**src/rtl/imem_loader_pkg.sv**
```systemverilog
// Shared types and constants for the instruction-memory boot loader.
package imem_loader_pkg;

  typedef enum logic [2:0] {
    S_LEN,
    S_DATA,
    S_CSUM,
    S_DONE,
    S_ERR
  } state_t;

  localparam logic [1:0] ERR_NONE = 2'd0;
  localparam logic [1:0] ERR_LEN  = 2'd1;
  localparam logic [1:0] ERR_CSUM = 2'd2;

  localparam int BYTES_PER_WORD = 4;

  // Byte-counter value at which the current byte completes a word.
  localparam logic [1:0] LAST_BYTE = 2'(BYTES_PER_WORD - 1);

endpackage

```
**src/rtl/word_assembler.sv**
```systemverilog
// Packs accepted bytes MSB-first into 32-bit words. The word and its strobe
// are presented in the same cycle as the completing byte, so the loader can
// register the write on that edge and show it one cycle after acceptance.
module word_assembler
  import imem_loader_pkg::*;
(
  input  logic        clk,
  input  logic        reset,
  input  logic        clear,
  input  logic [7:0]  data,
  input  logic        accept,
  output logic [31:0] word,
  output logic        word_valid
);

  logic [23:0] shift_q;
  logic [1:0]  cnt_q;

  // Shift in accepted bytes and count position within the word.
  // NOTE: sequential state uses non-blocking assignments so every register samples pre-edge values.
  always_ff @(posedge clk) begin
    if (reset || clear) begin
      shift_q <= '0;
      cnt_q   <= '0;
    end else if (accept) begin
      shift_q <= {shift_q[15:0], data};
      cnt_q   <= cnt_q + 2'd1;
    end
  end

  assign word       = {shift_q, data};
  assign word_valid = accept && (cnt_q == LAST_BYTE);

endmodule

```
**src/rtl/imem_boot_loader.sv**
```systemverilog
// Streams a length-prefixed, checksummed program image into instruction
// memory and holds the CPU in reset until the image verifies.
module imem_boot_loader
  import imem_loader_pkg::*;
#(
  parameter int MEM_DEPTH = 1024
) (
  input  logic        clk,
  input  logic        reset,
  input  logic [7:0]  in_data,
  input  logic        in_valid,
  output logic        in_ready,
  input  logic        reload,
  output logic        imem_we,
  output logic [31:0] imem_addr,
  output logic [31:0] imem_wdata,
  output logic        cpu_reset,
  output logic        done,
  output logic [1:0]  err_code,
  output logic [31:0] words_loaded
);

  state_t      state_q, state_d;
  logic [31:0] len_q;
  logic [31:0] csum_q;
  logic        accept;
  logic        reload_take;
  logic [31:0] word;
  logic        word_valid;

  assign accept      = in_valid && in_ready;
  assign reload_take = reload && (state_q == S_DONE || state_q == S_ERR);

  word_assembler u_asm (
    .clk        (clk),
    .reset      (reset),
    .clear      (reload_take),
    .data       (in_data),
    .accept     (accept),
    .word       (word),
    .word_valid (word_valid)
  );

  // Next-state decision on each completed word or a reload request.
  // NOTE: state_d gets a default before the case so no path leaves it unassigned (no latch).
  always_comb begin
    state_d = state_q;
    case (state_q)
      S_LEN: if (word_valid) begin
        if (word == 32'd0)                 state_d = S_CSUM;
        else if (word > 32'(MEM_DEPTH))    state_d = S_ERR;
        else                               state_d = S_DATA;
      end
      S_DATA: if (word_valid && (words_loaded + 32'd1 == len_q)) state_d = S_CSUM;
      S_CSUM: if (word_valid) state_d = (word == csum_q) ? S_DONE : S_ERR;
      S_DONE, S_ERR: if (reload) state_d = S_LEN;
      default: state_d = S_LEN;
    endcase
  end

  // State register.
  always_ff @(posedge clk) begin
    if (reset) state_q <= S_LEN;
    else       state_q <= state_d;
  end

  // Registered outputs, memory write port, counters and checksum.
  always_ff @(posedge clk) begin
    if (reset) begin
      in_ready     <= 1'b1;
      imem_we      <= 1'b0;
      imem_addr    <= '0;
      imem_wdata   <= '0;
      cpu_reset    <= 1'b1;
      done         <= 1'b0;
      err_code     <= ERR_NONE;
      words_loaded <= '0;
      csum_q       <= '0;
      len_q        <= '0;
    end else begin
      in_ready <= (state_d == S_LEN) || (state_d == S_DATA) || (state_d == S_CSUM);
      imem_we  <= 1'b0;
      case (state_q)
        S_LEN: if (word_valid) begin
          len_q <= word;
          if (word > 32'(MEM_DEPTH)) err_code <= ERR_LEN;
        end
        S_DATA: if (word_valid) begin
          imem_we      <= 1'b1;
          imem_addr    <= {words_loaded[29:0], 2'b00};
          imem_wdata   <= word;
          words_loaded <= words_loaded + 32'd1;
          csum_q       <= csum_q + word;
        end
        S_CSUM: if (word_valid) begin
          if (word == csum_q) begin
            done      <= 1'b1;
            cpu_reset <= 1'b0;
          end else begin
            err_code  <= ERR_CSUM;
          end
        end
        S_DONE, S_ERR: if (reload) begin
          cpu_reset    <= 1'b1;
          done         <= 1'b0;
          err_code     <= ERR_NONE;
          words_loaded <= '0;
          csum_q       <= '0;
          len_q        <= '0;
        end
        default: ;
      endcase
    end
  end

endmodule

```
**config.mk**
```make
export PLATFORM = sky130hd
export DESIGN_NAME = imem_boot_loader
export DESIGN_NICKNAME = d
export VERILOG_FILES = /design/src/rtl/imem_loader_pkg.sv /design/src/rtl/word_assembler.sv /design/src/rtl/imem_boot_loader.sv
export SDC_FILE = /design/constraint.sdc
export NUM_CORES = 1
export LEC_CHECK = 0
export CAP_MARGIN = 5
export CORE_ASPECT_RATIO = 1.2
export CORE_UTILIZATION = 58
export DETAILED_ROUTE_END_ITERATION = 8
export DONT_BUFFER_PORTS = 1
export GPL_TIMING_DRIVEN = 1
export PLACE_DENSITY = 0.76
export SKIP_LAST_GASP = 1
export SLEW_MARGIN = 20
export SYNTH_ARGS = -nofsm -noshare
export SYNTH_HDL_FRONTEND = slang
export SYNTH_HIERARCHICAL = 1
export SYNTH_SLANG_ARGS = --single-unit
```
**constraint.sdc**
```tcl
create_clock -name clk -period 3.05 [get_ports clk]
set_input_delay 0.61 -clock clk [delete_from_list [all_inputs] [get_ports clk]]
set_output_delay 0.61 -clock clk [all_outputs]
set_load 0.03 [all_outputs]
```
### Word-level counts from Yosys, hierarchy flattened

Cells that the tools add are included.

| cells by class | value |
|---|---|
| eq/ne operators | 16 |
| add/sub/neg operators | 3 |
| order comparisons | 1 |
| multiplexer cells | 30 |
| bitwise logic cells | 1 |
| reductions and logical operators | 22 |

Operators with widths:

| kind | number |
|---|---|
| $pmux 32 s2 | 3 |
| $mux 32 | 4 |
| $eq 32x32->1 | 2 |
| $add 32x1->32 const B | 1 |
| $add 32x32->32 | 1 |
| $gt 32x11->1 const B | 1 |
| $logic_not 32->1 | 1 |
| $mux 3 | 7 |
| $ne 2x2->1 const B | 7 |
| $pmux 3 s4 | 1 |
| $mux 2 | 5 |
| $eq 3x2->1 const B | 3 |
| $mux 1 | 7 |
| $eq 3x1->1 const B | 2 |
| $logic_not 3->1 | 2 |
| $pmux 2 s3 | 1 |
| $reduce_and 3->1 | 2 |
| $reduce_and 6->1 | 1 |
| $reduce_bool 2->1 | 3 |
| $logic_and 1x1->1 | 4 |
| $logic_or 1x1->1 | 4 |
| $pmux 1 s2 | 2 |
| $reduce_and 4->1 | 1 |
| $reduce_or 2->1 | 2 |
| 6 further kinds | 6 |

| storage, ports and cells | value |
|---|---|
| word-level logic and storage cells | 86 |
| register bits after elaboration | 193 |

### Logic depth before layout (Yosys ltp)

Gate-level depths: netlist of run 1.

| depth | value |
|---|---|
| depth in word-level cells | 8 |
| depth in mapped cells | 13 |
| gate-level depth less buffers | 12 |

### Cells and area by module

The synthesis of run 1 kept the hierarchy.

Modules (own cells, without submodules):

| module | instances | area each (um^2) | cells each |
|---|---|---|---|
| imem_boot_loader | 1 | 9122.5 | 1212 |
| word_assembler | 1 | 1039.7 | 95 |

### Worst setup path before layout of run 1

OpenSTA, ideal clock, no wires.

| timing | value |
|---|---|
| kind | in2reg |
| start point | input port in_data[0] |
| end point | register csum_q[28] |
| stages on the path | 13 |
| slack | -0.096 ns |
| setup time | 0.122 ns |
| path buffers | 1 |
| arrival time | 3.024 ns |
| path through | buf_4 -> ha_1 -> inv_1 -> fa_1 -> nor2b_1 -> o31a_1 -> o41ai_1 -> o21ai_0 -> a21bo_2 -> nand3_1 -> a41o_1 -> o2111a_1 -> a221o_1 |

| on the way | value |
|---|---|
| cells in the longest elaborated chain, start to end | 3 |

Ends and longest elaborated chain:

| item | RTL line | text |
|---|---|---|
| from (decl) | imem_boot_loader.sv:10 | `input logic [7:0] in_data,` |
| $add 32x32->32 | imem_boot_loader.sv:93 | `csum_q <= csum_q + word;` |
| $mux 32 | imem_boot_loader.sv:88 | `S_DATA: if (word_valid) begin` |
| $pmux 32 s2 | imem_boot_loader.sv:83 | `case (state_q)` |
| to (signal assigned) | imem_boot_loader.sv:93 |  |
| to (decl) | imem_boot_loader.sv:25 | `logic [31:0] csum_q;` |

No other way between the ends. The select of a mux whose other input is x is not followed.
A chain may end at the register's enable or synchronous reset.

### Worst setup path in the final report of run 1

| timing | value |
|---|---|
| start point | register in_ready |
| end point | register state_q[0] |

| on the way | value |
|---|---|
| cells in the longest elaborated chain, start to end | 5 |
| elaborated cells between the ends (all ways) | 7 |
| classes of those cells | mux: 4; reduce/logical: 3 |

Ends and longest elaborated chain:

| item | RTL line | text |
|---|---|---|
| from (decl) | imem_boot_loader.sv:12 | `output logic in_ready,` |
| from (signal assigned) | imem_boot_loader.sv:81 | `in_ready <= (state_d == S_LEN) \|\| (state_d == S_DATA) \|\| (state_d == S_CSUM);` |
| $logic_and 1x1->1 * | imem_boot_loader.sv:31 | `assign accept = in_valid && in_ready;` |
| via accept | imem_boot_loader.sv:26 | `logic accept;` |
| $logic_and 1x1->1 * | word_assembler.sv:32 | `assign word_valid = accept && (cnt_q == LAST_BYTE);` |
| via word_valid | imem_boot_loader.sv:29 | `logic word_valid;` |
| $logic_and 1x1->1 | imem_boot_loader.sv:54 | `S_DATA: if (word_valid && (words_loaded + 32'd1 == len_q)) state_d = S_CSUM;` |
| $mux 3 | imem_boot_loader.sv:54 |  |
| $pmux 3 s4 * | imem_boot_loader.sv:48 | `case (state_q)` |
| to (signal assigned) | imem_boot_loader.sv:64 | `else state_q <= state_d;` |
| to (decl) | imem_boot_loader.sv:23 | `state_t state_q, state_d;` |

Mark *: on every way through the listed nets, which the timed path passes. The rest lies on a longest branch.

==> results of run 1 <==
-- path summary, 6_finish.rpt --
path | from | end | slack [ps] | cells after the start
worst min-delay path | reset | imem_wdata[23]$_SDFFE_PP0P_ | 230 | 1
worst max-delay path | in_ready$_SDFF_PP1_ | state_q[0]$_SDFF_PP0_ | 60 | 10
worst max register to register | in_ready$_SDFF_PP1_ | state_q[0]$_SDFF_PP0_ | 60 | 10
worst min register to register | csum_q[24]$_SDFFE_PP0P_ | csum_q[24]$_SDFFE_PP0P_ | 460 | 2
-- cells by family (layout without fill, tap and decap cells) --
logic type | Yosys count | after routing | synth area share
buf+inv | 119 | 136 | 0.0568
compound gates | 305 | 305 | 0.176
simple gates | 557 | 557 | 0.255
other cells | 1 | 2 | 0.000369
fa+ha+maj | 34 | 34 | 0.0426
mux | 28 | 28 | 0.0277
xor+xnor | 70 | 70 | 0.0611
flops | 193 | 193 | 0.380
-- routing by layer --
layer | global-route usage | vias to the layer above | wire length, µm
met5 | 0 | - | 0
met4 | 0.135 | 0 | 918
met3 | 0.0505 | 60 | 1470
met2 | 0.563 | 307 | 14300
met1 | 0.392 | 4499 | 11600
li1 | - | 4553 | -
-- worst max-delay path: cells and delay by family, from the launching register on --
family	cells	cell delay, ps
AND/OR/NAND/NOR	6	1880
buffers and inverters	1	60
AO/OA/AOI/OAI	3	550
flip-flops	1	400
-- layout make-up --
cell class / instances / area (µm²)
Fill cell: 1473 / 5760
Tap cell: 216 / 270
Sequential cell: 193 / 3860
Clock buffer: 19 / 443
Multi-Input combinational cell: 996 / 5770
Inverter: 21 / 78.8
Clock inverter: 13 / 141
Timing Repair Buffer: 83 / 648
-- Yosys cell counts (4+ instances only) --
| cell | count | area, µm² |
|---|---|---|
| a211oi_1 | 6 | 45.0 |
| nand2b_1 | 15 | 93.8 |
| nor3_1 | 30 | 150 |
| inv_1 | 21 | 78.8 |
| nor2b_1 | 4 | 25.0 |
| clkbuf_1 | 67 | 251 |
| ha_1 | 33 | 413 |
| nand4_1 | 8 | 50.1 |
| nor4_1 | 27 | 169 |
| o21a_1 | 6 | 45.0 |
| mux2i_1 | 27 | 270 |
| o211ai_1 | 5 | 37.5 |
| or3_1 | 6 | 37.5 |
| or4_1 | 11 | 82.6 |
| buf_4 | 11 | 82.6 |
| and3_1 | 11 | 68.8 |
| xnor2_1 | 44 | 385 |
| nor2_1 | 108 | 405 |
| a21o_1 | 10 | 75.1 |
| nand3_1 | 46 | 230 |
| o21bai_1 | 5 | 37.5 |
| a21oi_1 | 163 | 816 |
| and2_1 | 8 | 50.1 |
| dfxtp_1 | 193 | 3860 |
| xor2_1 | 25 | 219 |
| nand2_1 | 255 | 957 |
| a31oi_1 | 15 | 93.8 |
| buf_2 | 8 | 40.0 |
| a311oi_1 | 6 | 52.6 |
| o21ai_0 | 49 | 245 |
| buf_6 | 7 | 78.8 |
| a22oi_1 | 8 | 60.1 |
-- what timing repair did --
item / in CTS / in global routing
setup endpoints to repair: 2 / 5
resized for setup: 2 / 6
pin swaps: 1 / 1
-- flip-flops by register name, summed over array words and instances (netlist names) --
signal         cells
err_code           2
len_q             32
imem_addr         30
cpu_reset          1
done               1
state_q            3
imem_wdata        32
u_asm/shift_q     24
in_ready           1
words_loaded      32
csum_q            32
imem_we            1
u_asm/cnt_q        2
-- stage by stage --
| step | total power (W) | setup TNS [ps] |
|---|---|---|
| after floorplan | 0.00279 | 0 |
| after global placement | 0.00281 | -194 |
| after detailed placement | 0.00281 | -424 |
| after CTS | 0.00501 | 0 |
| after global routing | 0.00513 | -83.2 |
| final | 0.00498 | 0 |
-- power by group through the flow --
stage          sequential (W)  combinational (W)  clock (W)
3_3_place_gp          0.00262           0.000194          0
4_1_cts               0.00256           0.000198    0.00225
2_1_floorplan         0.00261           0.000179          0
5_1_grt               0.00256           0.000220    0.00235
6_report              0.00256           0.000200    0.00222
3_5_place_dp          0.00262           0.000196          0
==> flow_summary_export.csv, run 1 <==
group,metric,value,unit
pwr,power_switching,0.00118,W
global_routing,grt_pass1_wl,45.4,mm
clock_tree,hold_buffers,0,
routing,drc,0,
logic_synthesis,ys_types,74,
final_layout,drive_above_1_share,0.110,
die,die_h,147,µm
clock_tree,cts_tree,"built",
pwr,power.share.combinational,0.040,
die,rows,52,
routing,vias_per_cell,6.11,
sta,final.setup_skew,8.55,ps
sta,slew_headroom,0.301,
setup_path,cpPeakStageDelay,470,ps
logic_synthesis,synth.ff_latch_count,193,
worst_hold_path,hold_path.class,"in2reg",
sta,period_needed,2990,ps
clock_tree,path_clk_slew,70,ps
setup_path,cp_slowest_cell,"or4_1",
logic_synthesis,synth_edf_count,0,
final_layout,nets,1358,
final_layout,fin_area,11200,µm²
global_routing,grt-ovfl-total,0,
sta,whs,233,ps
die,floorplan.initialDensity,0.598,
placed_design,port_buffers,0,
flow_run,cap_viol_max_count,0,
setup_path,endpoint_kind,"register",
setup_path,cp.required,3390,ps
clock_tree,cts_sinks,193,
logic_synthesis,async_reset_ff_frac,0,
final_layout,syn2layout_area_growth,10.4,%
pwr,seqPwrFrac,0.514,
setup_path,critPathArrivalTime,3330,ps
global_routing,antenna_found_initial,0,
sta,fmax,334,MHz
clock_tree,numCtsBuffers,17,
routing,routed_wl,28.3,mm
pwr,switching_share,0.237,
pwr,pwr_density_cell,444,nW/µm²
die,boundaryPins,114,
final_layout,layout_commonest_cell,"nand2_1",
die,die-area,18100,µm²
clock_tree,cts_root_buf,"clkbuf_16",
sta,setup_viol,0,
logic_synthesis,yosys_warnings,6,
global_routing,grt_pass1_vias,8772,
setup_path,cp_max_fo,2,
sta,setup_ws,58.8,ps
setup_path,crit_path_start_kind,"register",
placed_design,post-place-ws,-151,ps
sta,drv_slew,0,
routing,initialDrtViolationCount,964,
pwr,leakagePower,4.27,nW
final_layout,final_core_util,0.661,
setup_path,crit_type,"reg2reg",
final_layout,diodes,0,
placed_design,place_congestion,0.923,
setup_path,worstPathCellList,"and2_1 -> and2_4 -> inv_1 -> nor4_2 -> o2111ai_1 -> nor4_2 -> o211ai_1 -> or4_1 -> or4_1 -> a31o_1",
die,fp.coreArea,17000,µm²
clock_tree,htreeDepth,4,
final_layout,layout.cells.non_filler,1541,
final_layout,layout_common_cells,"nand2_1, dfxtp_1, a21oi_1, nor2_1, buf_4",
sta,hold_viol_final,0,
placed_design,dp_hpwl,19.8,mm
logic_synthesis,synth_ff_type,"dfxtp_1",
sta,worstMarginPinSlew,1050,ps
logic_synthesis,ys_seq_area_frac,0.380,
routing,wl_per_cell,18.4,µm
global_routing,grt_max_degree,151,
sta,rsz0062_at_grt,"true",
clock_tree,clkLatencyLatePin,440,ps
placed_design,dp_cells,1509,
clock_tree,post-cts-setup-buffer-count,0,
logic_synthesis,syn-cell-area,10200,µm²
die,dieWidth,123,µm
routing,dr.pass1.iters,7,
pwr,ir_drop,0.403,mV
logic_synthesis,syn_avg_cell_area,7.78,µm²
clock_tree,clockBufferDepth,2,
logic_synthesis,synthCells,1307,
routing,ant_nets,0,
pwr,p_int,0.00380,W
pwr,power_frac_clock,0.446,
run_status,status,"finished, final reports clean",
sta,post-route-period-util,0.981,
global_routing,gr-usage-all-layers,0.324,
placed_design,place_area,10600,µm²
routing,vias,9419,
Note: power is estimated with default switching activity, not from simulation.
==> run 2, diff against run 1 <==
--- a/config.mk
+++ b/config.mk
@@ -10,7 +10,7 @@
 export CORE_UTILIZATION = 58
 export DETAILED_ROUTE_END_ITERATION = 8
 export DONT_BUFFER_PORTS = 1
-export GPL_TIMING_DRIVEN = 1
+export GPL_TIMING_DRIVEN = 0
 export PLACE_DENSITY = 0.76
 export SKIP_LAST_GASP = 1
 export SLEW_MARGIN = 20
==> constraint.sdc (replaced) <==
create_clock -name clk -period 3.05 [get_ports clk]
set_input_delay 0.305 -clock clk [delete_from_list [all_inputs] [get_ports clk]]
set_output_delay 0.305 -clock clk [all_outputs]
set_load 0.03 [all_outputs]
==> run 2 against run 1 <==
Compared with the run above:
- non-clock buffer count is 28 higher
- wire length increased by 13%
- clock skew rose by 2.7 ps
- global-route usage rose by 3.5 points
- setup slack got worse by 36 ps
- flip-flop and latch count unchanged
- sequential share of layout area shrank 0.14 points
- critical path depth increased by 1
- largest cell class unchanged
==> flow_summary_export.csv, run 2 (synthesized netlist as in run 1, its figures left out) <==
group,metric,value,unit
run_status,status,"finished, final reports clean",
worst_hold_path,hold_depth,2,
setup_path,worstPathCellList,"buf_6 -> and4_4 -> buf_12 -> nand3_4 -> or3_1 -> buf_6 -> xnor2_2 -> o2111ai_1 -> or4_4 -> or4_4 -> a31o_1",
sta,post-route-period-util,0.992,
sta,slew_headroom,0.355,
sta,worstMarginPinSlew,959,ps
pwr,leakagePower,4.30,nW
final_layout,diodes,0,
clock_tree,clockBufferDepth,2,
routing,ant_nets,0,
global_routing,grt_pass1_vias,9039,
clock_tree,path_clk_slew,80,ps
routing,vias,9778,
placed_design,port_buffers,0,
clock_tree,cts_tree,"built",
flow_run,cap_viol_max_count,0,
final_layout,drive_above_1_share,0.115,
global_routing,grt_pass1_wl,49.0,mm
routing,wl_per_cell,20.3,µm
setup_path,endpoint_kind,"register",
clock_tree,numCtsBuffers,17,
die,die_h,147,µm
clock_tree,htreeDepth,4,
clock_tree,clkLatencyLatePin,450,ps
die,dieWidth,123,µm
setup_path,critPathArrivalTime,3370,ps
setup_path,r2r_cells,11,
final_layout,layout_common_cells,"nand2_1, dfxtp_1, a21oi_1, nor2_1, clkbuf_1",
routing,vias_per_cell,6.23,
setup_path,cpPeakStageDelay,560,ps
routing,initialDrtViolationCount,959,
die,rows,52,
setup_path,cp_max_fo,6,
clock_tree,cts_root_buf,"clkbuf_16",
sta,final.setup_skew,11.3,ps
setup_path,cp_slowest_cell,"or4_4",
placed_design,place_area,10400,µm²
setup_path,crit_type,"reg2reg",
setup_path,crit_path_start_kind,"register",
die,die-area,18100,µm²
setup_path,r2r_end,"state_q[0]$_SDFF_PP0_",
die,fp.coreArea,17000,µm²
global_routing,antenna_found_initial,0,
global_routing,grt-ovfl-total,0,
worst_hold_path,hold_path.class,"in2reg",
routing,dr.pass1.iters,5,
pwr,pwr_density_cell,451,nW/µm²
sta,rsz0062_at_grt,"true",
final_layout,layout_commonest_cell,"nand2_1",
clock_tree,cts_sinks,193,
worst_hold_path,hold_end,"u_asm/shift_q[6]$_SDFFE_PP0P_",
setup_path,cp.required,3390,ps
sta,fmax,330,MHz
setup_path,r2r_slack,20,ps
sta,hold_viol_final,0,
setup_path,r2r-start,"words_loaded[3]$_SDFFE_PP0P_",
worst_hold_path,min_from,"in_data[6]",
die,floorplan.initialDensity,0.598,
pwr,power,0.00518,W
final_layout,layout.cells.non_filler,1569,
global_routing,grt_max_degree,22,
final_layout,fin_area,11500,µm²
global_routing,gr-usage-all-layers,0.359,
final_layout,nets,1386,
placed_design,place_congestion,0.965,
routing,routed_wl,31.9,mm
die,boundaryPins,114,
sta,period_needed,3030,ps
routing,drc,0,
final_layout,final_core_util,0.677,
pwr,ir_drop,0.406,mV
final_layout,syn2layout_area_growth,13.1,%
sta,setup_viol,0,
sta,drv_slew,0,
placed_design,dp_hpwl,22.8,mm
placed_design,dp_cells,1524,
==> run 2: final cells by class <==
cell class,count,area (µm²)
plain buffers,95,552
clock buffers,17,425
clock inverters,15,213
fillers,1431,5490
inverters,21,78.8
multi-input cells,996,5870
flip-flops and latches,193,3940
well taps,216,270
repair buffers,16,143
==> run 2: report_power, final <==
group / internal [W] / switching [W] / total, W
sequential: 0.00252 / 0.0000455 / 0.00256
clock: 0.00120 / 0.00117 / 0.00237
combinational: 0.0000931 / 0.000159 / 0.000252
total: 0.00381 / 0.00137 / 0.00518
==> run 2: timing repair <==
| action | in CTS | in global routing |
|---|---|---|
| hold buffers | 4 | 0 |
| pin swaps | 12 | 8 |
| endpoints found under the setup margin | 144 | 75 |
| hold endpoints to repair | 4 | 0 |
| resized for setup | 77 | 41 |
| setup buffers | 7 | 5 |
==> run 2: worst max path at each step <==
stage,start,endpoint,slack (ps),cells past startpoint
final,words_loaded[3]$_SDFFE_PP0P_,state_q[0]$_SDFF_PP0_,20,11
after global routing,u_asm/shift_q[6]$_SDFFE_PP0P_,csum_q[28]$_SDFFE_PP0P_,-90,11
after CTS,u_asm/shift_q[10]$_SDFFE_PP0P_,csum_q[31]$_SDFFE_PP0P_,0.7,11
after detailed placement,in_ready$_SDFF_PP1_,imem_addr[29]$_SDFFE_PP0P_,-1200,11
after global placement,in_ready$_SDFF_PP1_,imem_addr[28]$_SDFFE_PP0P_,-1230,11
after floorplan,words_loaded[3]$_SDFFE_PP0P_,state_q[0]$_SDFF_PP0_,40,11
==> run 2: stage by stage <==
step	setup TNS [ps]	hold slack, ps	worst slack (ps)
6_report	0	16.3	23.2
3_3_place_gp	-98980	447	-1230
3_5_place_dp	-93040	460	-1200
5_1_grt	-274	8.57	-87.5
2_1_floorplan	0	432	40.7
4_1_cts	0	4.34	0.741
==> run 2: routing by layer <==
metal  wire length, µm  global-route usage
met1             11500               0.413
met2             15100               0.588
met3              2930              0.0788
met4              2360               0.248
met5                 0                   0
==> run 2: worst max-delay path: cells and delay by family, from the launching register on <==
kind                   cells  cell delay, ps
AND/OR/NAND/NOR            5            1650
XOR/XNOR                   1             140
buffers and inverters      3             370
AO/OA/AOI/OAI              2             340
flip-flops                 1             410
